`src/rtl/t_bank_ctrl_if.sv`:
```
// Command, status and bank-side vectors shared between the T flip-flop bank
// sequencer and whoever drives it.
interface t_bank_ctrl_if #(
    parameter int WIDTH  = 4,
    parameter int WRAP_W = 8
);
    logic              start;
    logic              stop;
    logic              clear;
    logic              dir;
    logic              oneshot;
    logic [WIDTH-1:0]  limit;
    logic [WIDTH-1:0]  q_vec;
    logic [WIDTH-1:0]  t_vec;
    logic              busy;
    logic              done;
    logic              tc;
    logic [WRAP_W-1:0] wrap_cnt;

    modport master (
        output start, stop, clear, dir, oneshot, limit, q_vec,
        input  t_vec, busy, done, tc, wrap_cnt
    );

    modport slave (
        input  start, stop, clear, dir, oneshot, limit, q_vec,
        output t_vec, busy, done, tc, wrap_cnt
    );
endinterface

```
`src/rtl/t_bank_ctrl.sv`:
```
// Sequencer for a bank of T flip-flops: up/down modulo-(limit+1) counting,
// one-shot stop, toggle-to-zero clear and a saturating wrap counter.
module t_bank_ctrl #(
    parameter int WIDTH  = 4,
    parameter int WRAP_W = 8
) (
    input  logic         clk,
    input  logic         rst,
    t_bank_ctrl_if.slave bus
);
    typedef enum logic [1:0] {
        IDLE  = 2'd0,
        RUN   = 2'd1,
        CLEAR = 2'd2,
        DONE  = 2'd3
    } state_t;

    state_t            state_r;
    state_t            next_s;
    logic [WIDTH-1:0]  inc_mask_s;
    logic [WIDTH-1:0]  dec_mask_s;
    logic [WIDTH-1:0]  t_s;
    logic              tc_s;
    logic              wrap_s;
    logic              busy_r;
    logic              done_r;
    logic [WRAP_W-1:0] wrap_cnt_r;

    function automatic logic [WRAP_W-1:0] sat_inc(input logic [WRAP_W-1:0] v);
        if (v == {WRAP_W{1'b1}}) begin
            sat_inc = v;
        end else begin
            sat_inc = v + WRAP_W'(1'b1);
        end
    endfunction

    // Bit i toggles on increment when all lower bits are 1, on decrement when all are 0
    assign inc_mask_s[0] = 1'b1;
    assign dec_mask_s[0] = 1'b1;
    for (genvar i = 1; i < WIDTH; i++) begin : g_mask
        assign inc_mask_s[i] = &bus.q_vec[i-1:0];
        assign dec_mask_s[i] = ~|bus.q_vec[i-1:0];
    end

    // Next-state, toggle vector and terminal-count decode
    always_comb begin
        next_s = state_r;
        t_s    = {WIDTH{1'b0}};
        tc_s   = 1'b0;
        wrap_s = 1'b0;
        case (state_r)
            IDLE: begin
                if (bus.clear) begin
                    next_s = CLEAR;
                end else if (bus.start) begin
                    next_s = RUN;
                end else begin
                    next_s = IDLE;
                end
            end
            RUN: begin
                tc_s = bus.dir ? (bus.q_vec >= bus.limit) : (bus.q_vec == {WIDTH{1'b0}});
                if (bus.clear) begin
                    next_s = CLEAR;
                end else if (bus.stop) begin
                    next_s = IDLE;
                end else begin
                    // A wrap toggles q back to 0 (up) or loads limit from 0 (down)
                    wrap_s = tc_s;
                    if (tc_s) begin
                        t_s = bus.dir ? bus.q_vec : bus.limit;
                    end else begin
                        t_s = bus.dir ? inc_mask_s : dec_mask_s;
                    end
                    if (tc_s && bus.oneshot) begin
                        next_s = DONE;
                    end else begin
                        next_s = RUN;
                    end
                end
            end
            CLEAR: begin
                t_s    = bus.q_vec;
                next_s = IDLE;
            end
            DONE: begin
                if (bus.clear) begin
                    next_s = CLEAR;
                end else if (bus.start) begin
                    next_s = RUN;
                end else begin
                    next_s = DONE;
                end
            end
            default: begin
                next_s = IDLE;
            end
        endcase
    end

    // State and registered status outputs
    always_ff @(posedge clk or posedge rst) begin
        if (rst) begin
            state_r    <= IDLE;
            busy_r     <= 1'b0;
            done_r     <= 1'b0;
            wrap_cnt_r <= {WRAP_W{1'b0}};
        end else begin
            state_r <= next_s;
            busy_r  <= (next_s == RUN);
            done_r  <= (next_s == DONE);
            if (state_r == CLEAR) begin
                wrap_cnt_r <= {WRAP_W{1'b0}};
            end else if (wrap_s) begin
                wrap_cnt_r <= sat_inc(wrap_cnt_r);
            end else begin
                wrap_cnt_r <= wrap_cnt_r;
            end
        end
    end

    assign bus.t_vec    = t_s;
    assign bus.tc       = tc_s;
    assign bus.busy     = busy_r;
    assign bus.done     = done_r;
    assign bus.wrap_cnt = wrap_cnt_r;
endmodule

```
`src/flat_wrapper.sv`:
```
// flat-port wrapper written by rule: the top's interface ports become plain ports
module t_bank_ctrl_flat 
#(
    parameter int WIDTH  = 4,
    parameter int WRAP_W = 8
)
  (clk, rst, bus_start, bus_stop, bus_clear, bus_dir, bus_oneshot, bus_limit, bus_q_vec, bus_t_vec, bus_busy, bus_done, bus_tc, bus_wrap_cnt);
  t_bank_ctrl_if #(.WIDTH(WIDTH), .WRAP_W(WRAP_W)) bus_i ();
  input  logic clk;
  input  logic rst;
  input wire logic [$bits(bus_i.start)-1:0] bus_start;
  input wire logic [$bits(bus_i.stop)-1:0] bus_stop;
  input wire logic [$bits(bus_i.clear)-1:0] bus_clear;
  input wire logic [$bits(bus_i.dir)-1:0] bus_dir;
  input wire logic [$bits(bus_i.oneshot)-1:0] bus_oneshot;
  input wire logic [$bits(bus_i.limit)-1:0] bus_limit;
  input wire logic [$bits(bus_i.q_vec)-1:0] bus_q_vec;
  output wire logic [$bits(bus_i.t_vec)-1:0] bus_t_vec;
  output wire logic [$bits(bus_i.busy)-1:0] bus_busy;
  output wire logic [$bits(bus_i.done)-1:0] bus_done;
  output wire logic [$bits(bus_i.tc)-1:0] bus_tc;
  output wire logic [$bits(bus_i.wrap_cnt)-1:0] bus_wrap_cnt;
  assign bus_i.start = bus_start;
  assign bus_i.stop = bus_stop;
  assign bus_i.clear = bus_clear;
  assign bus_i.dir = bus_dir;
  assign bus_i.oneshot = bus_oneshot;
  assign bus_i.limit = bus_limit;
  assign bus_i.q_vec = bus_q_vec;
  assign bus_t_vec = bus_i.t_vec;
  assign bus_busy = bus_i.busy;
  assign bus_done = bus_i.done;
  assign bus_tc = bus_i.tc;
  assign bus_wrap_cnt = bus_i.wrap_cnt;
  t_bank_ctrl #(.WIDTH(WIDTH), .WRAP_W(WRAP_W)) u_core (.clk(clk), .rst(rst), .bus(bus_i));
endmodule
```
`config.mk`:
```
export PLATFORM = sky130hd
export DESIGN_NAME = t_bank_ctrl_flat
export DESIGN_NICKNAME = d
export VERILOG_FILES = /design/src/rtl/t_bank_ctrl_if.sv /design/src/rtl/t_bank_ctrl.sv /design/src/flat_wrapper.sv
export SDC_FILE = /design/constraint.sdc
export NUM_CORES = 1
export LEC_CHECK = 0
export ABC_AREA = 1
export CORE_MARGIN = 2
export CORE_UTILIZATION = 40
export CTS_CLUSTER_DIAMETER = 80
export DETAILED_ROUTE_END_ITERATION = 10
export PLACE_DENSITY = 0.79
export SETUP_SLACK_MARGIN = 0.3
export SLEW_MARGIN = 20
export SYNTH_ARGS = -nofsm -noshare
export SYNTH_HDL_FRONTEND = slang
export SYNTH_SLANG_ARGS = --single-unit
```
`constraint.sdc`:
```
create_clock -name clk -period 4.7 [get_ports clk]
set_input_delay 0.705 -clock clk [delete_from_list [all_inputs] [get_ports clk]]
set_output_delay 0.705 -clock clk [all_outputs]
set_load 0.01 [all_outputs]
```
==> summary.txt <==
Outcome
  • Status: finished, final reports clean

Layout
  • N_diodes: 0
  • Area delta synth->final: 36.4%
  • Final #Nets: 207
  • Most frequent cells in the layout: 40 x nand2_1, 29 x clkdlybuf4s50_1, 27 x inv_1, 12 x dfrtp_1
  • Post-Layout Cell Count: 212
  • Most common cell after layout, fill and taps aside: nand2_1
  • Layout cells sized above 1: 0.0934

Synthesis
  • Unique cell type count in the Yosys netlist: 22
  • Mux cell area share after synthesis: 0
  • Compound-Gate Fraction of Synth Area: 0.141
  • Synth Area in Adders: 0.113
  • Mapped Cells: 149
  • Synth warnings: 0
  • Simple-gate share of the synthesized area: 0.321
  • Synth Area per Inst: 6.72 sq um
  • Sequential share of the synthesized area: 0.300
  • Cell taking the most area after synthesis: dfrtp_1
  • Syn nets: 173
  • Xor/xnor share of the synthesized area: 0.00875
  • Post-Syn Area: 0.00100 sq mm
  • Synth top area cells: dfrtp_1 30%, nand2_1 15%, ha_1 11%
  • Largest family of logic cells by synthesized area: simple AND/OR/NAND/NOR gates
  • Post-synth top area share: 0.300
  • Post-synthesis register bit count: 12

Worst setup path
  • Critical Path Start Type: input port
  • Crit end category: primary output
  • Slowest CP cell: clkdlybuf4s50_1
  • Path type of the worst setup path: in -> out
  • Worst path cell trace: clkdlybuf4s50_1 > inv_1 > ha_1 > inv_1 > nand2_1 > nand2_1 > nand2_1 > nand2_1 > nand2_2 > nand2_4 > inv_2 > nand2_1 > nand3_1 > a21oi_1 > clkdlybuf4s50_1
  • Data arrival time of the worst path: 3.01 ns
  • CP dominant cell by count: nand2_1
  • Critical path's largest stage delay: 0.58 ns
  • CP Max Fanout: 6
  • Req. time, crit path: 3.99 ns
  • FF-to-FF Start: u_core.state_r[1]$_DFF_PP0_
  • Worst Setup SP: bus_q_vec[0]

Pwr
  • Share of power burned in the clock network: 0.191
  • Switching pwr: 0.000178 W
  • Comb pwr share: 0.513
  • PD cells: 323 mW/mm^2
  • Internal Power: 0.000263 W
  • Switching share of power: 0.404
  • Max VDD drop: 0.000243 V
  • Static leakage: 0.661 nW
  • Seq pwr share: 0.297

Clocking
  • CTS resizes: 0
  • Cts hold-fix bufs: 0
  • Worst skew pair latency: 0.28 ns
  • Clock transition at the registers of the reported paths: 0.07 ns
  • Setup Fix Bufs, Post-CTS: 0
  • Clock sink count: 12
  • Largest buffer count on any clock path: 2
  • Root buf cell: clkbuf_4
  • Total CTS buffers: 3
  • H-tree depth: 1
  • TritonCTS clock tree: built

Die
  • DIE AREA: 0.00292 sq mm
  • Die Wd: 54.0 um
  • Core Region: 0.00243 sq mm
  • Initial core utilization: 0.412
  • Io pins: 30
  • Chip Height: 54.0 um
  • Num rows: 18

Global routing
  • Initial antenna violation count: 0
  • Tot GR Track Use: 0.185
  • Global-route wire length before repair: 3950 um
  • GR Overflow Total: 0
  • Number of global-route vias before repair: 982
  • Pin count of the biggest net entering global routing: 13

Route
  • Vias per inst: 5.03
  • Drt first pass iters: 4
  • Via count: 1066
  • Starting DRT DRC Count: 24
  • Detail Route Antenna Nets: 0
  • # DRC: 0
  • WL/cell: 11.2 um
  • Wirelength, routed: 2370 um

STA
  • Crit path time final: 3.72 ns
  • Final period util: 0.791
  • Sum Neg Setup Slack: 0 ns
  • Slew @ Worst Pin: 0.465 ns
  • Hold Fails Final Rpt: 0
  • Top achievable clock speed: 0.269 GHz
  • Post-Route Skew: 0.00948 ns
  • Slew HR: 0.690
  • RSZ-0062 raised after global routing: false
  • Final setup fails: 0
  • Pins over their slew limit: 0

Flow run
  • MaxCap Viol Count: 0

Placed design
  • # placed instances: 208
  • Post-DP HPWL: 1930 um
  • Port buffer count: 29
  • GP Congestion: 0.903

Worst hold path
  • HP Class: reg -> reg
  • Hold_sp: u_core.bus.wrap_cnt[7]$_DFFE_PP0P_
-- layer usage --
layer | track usage | vias up | part of all wire
met5 | 0 | - | 0
met4 | 0.0667 | 0 | 0.023
met3 | 0.0556 | 12 | 0.041
met2 | 0.311 | 34 | 0.50
met1 | 0.222 | 482 | 0.44
li1 | - | 538 | -
-- stage by stage --
stage / hold WS [ns] / power, W / util / instance area, sq um / worst slack [ns]
2_1_floorplan: 0.546 / 0.000270 / - / 1000 / 2.19
3_3_place_gp: 0.508 / 0.000350 / 0.546 / 1330 / 1.12
3_5_place_dp: 0.510 / 0.000359 / 0.546 / 1330 / 1.02
4_1_cts: 0.527 / 0.000445 / 0.561 / 1370 / 1.01
5_1_grt: 0.548 / 0.000476 / 0.561 / 1370 / 0.880
6_report: 0.522 / 0.000441 / 0.561 / 1370 / 0.981
-- path summary, 6_finish.rpt --
| check | endpoint | slack (ns) | depth (start not counted) |
|---|---|---|---|
| setup / recovery | bus_t_vec[3] | 0.98 | 15 |
| hold / removal | u_core.bus.wrap_cnt[7]$_DFFE_PP0P_ | 0.52 | 2 |
| setup reg to reg | u_core.bus.wrap_cnt[3]$_DFFE_PP0P_ | 2.91 | 8 |
| hold reg to reg | u_core.bus.wrap_cnt[7]$_DFFE_PP0P_ | 0.52 | 2 |
| max in group asynchronous | u_core.bus.busy$_DFF_PP0_ | 3.63 | 2 |
| min in group asynchronous | u_core.bus.wrap_cnt[6]$_DFFE_PP0P_ | 0.74 | 2 |
-- critical path, delay by kind of cell --
kind            cells  cell delay, ns
buf+inv             5            1.32
compound gates      1            0.17
simple gates        8            0.52
fa+ha+maj           1            0.29
-- sequential cells by signal, indices dropped and copies added (netlist names) --
name / flops
u_core.bus.busy: 1
u_core.state_r: 2
u_core.bus.done: 1
u_core.bus.wrap_cnt: 8
-- power by group through the flow --
stage | Clock, W | Sequential [W] | Combinational, W
after floorplan | 0 | 0.000134 | 0.000136
after global placement | 0 | 0.000132 | 0.000218
after detailed placement | 0 | 0.000133 | 0.000226
final | 0.0000842 | 0.000131 | 0.000226
after global routing | 0.0000921 | 0.000132 | 0.000252
after CTS | 0.0000870 | 0.000131 | 0.000227
-- cells in the mapped netlist (all sizes together) --
| cell type | number |
|---|---|
| dfrtp | 12 |
| a21oi | 12 |
| nor2 | 13 |
| xor2 | 1 |
| inv | 31 |
| nand2 | 42 |
| nand4 | 2 |
| nor3b | 1 |
| ha | 9 |
| nand3 | 11 |
| o21ai | 11 |
| a31oi | 1 |
| nor3 | 2 |
| a221oi | 1 |
-- logic make-up (layout without fill, tap and decap cells) --
family	count (synthesis)	in the layout
adder cells (fa/ha/maj)	9	9
AND/OR/NAND/NOR	71	71
XOR/XNOR	1	1
AO/OA/AOI/OAI	25	25
buffers and inverters	31	64
flip-flops	12	12
-- area by class of cell --
| class | count | area, sq um |
|---|---|---|
| clock buffer | 4 | 36.3 |
| fill | 228 | 1070 |
| sequential | 12 | 300 |
| timing repair buffer | 29 | 290 |
| tap | 30 | 37.5 |
| inverter | 31 | 116 |
| multi-input combinational | 106 | 584 |
Power figures use the tool's default switching activity.
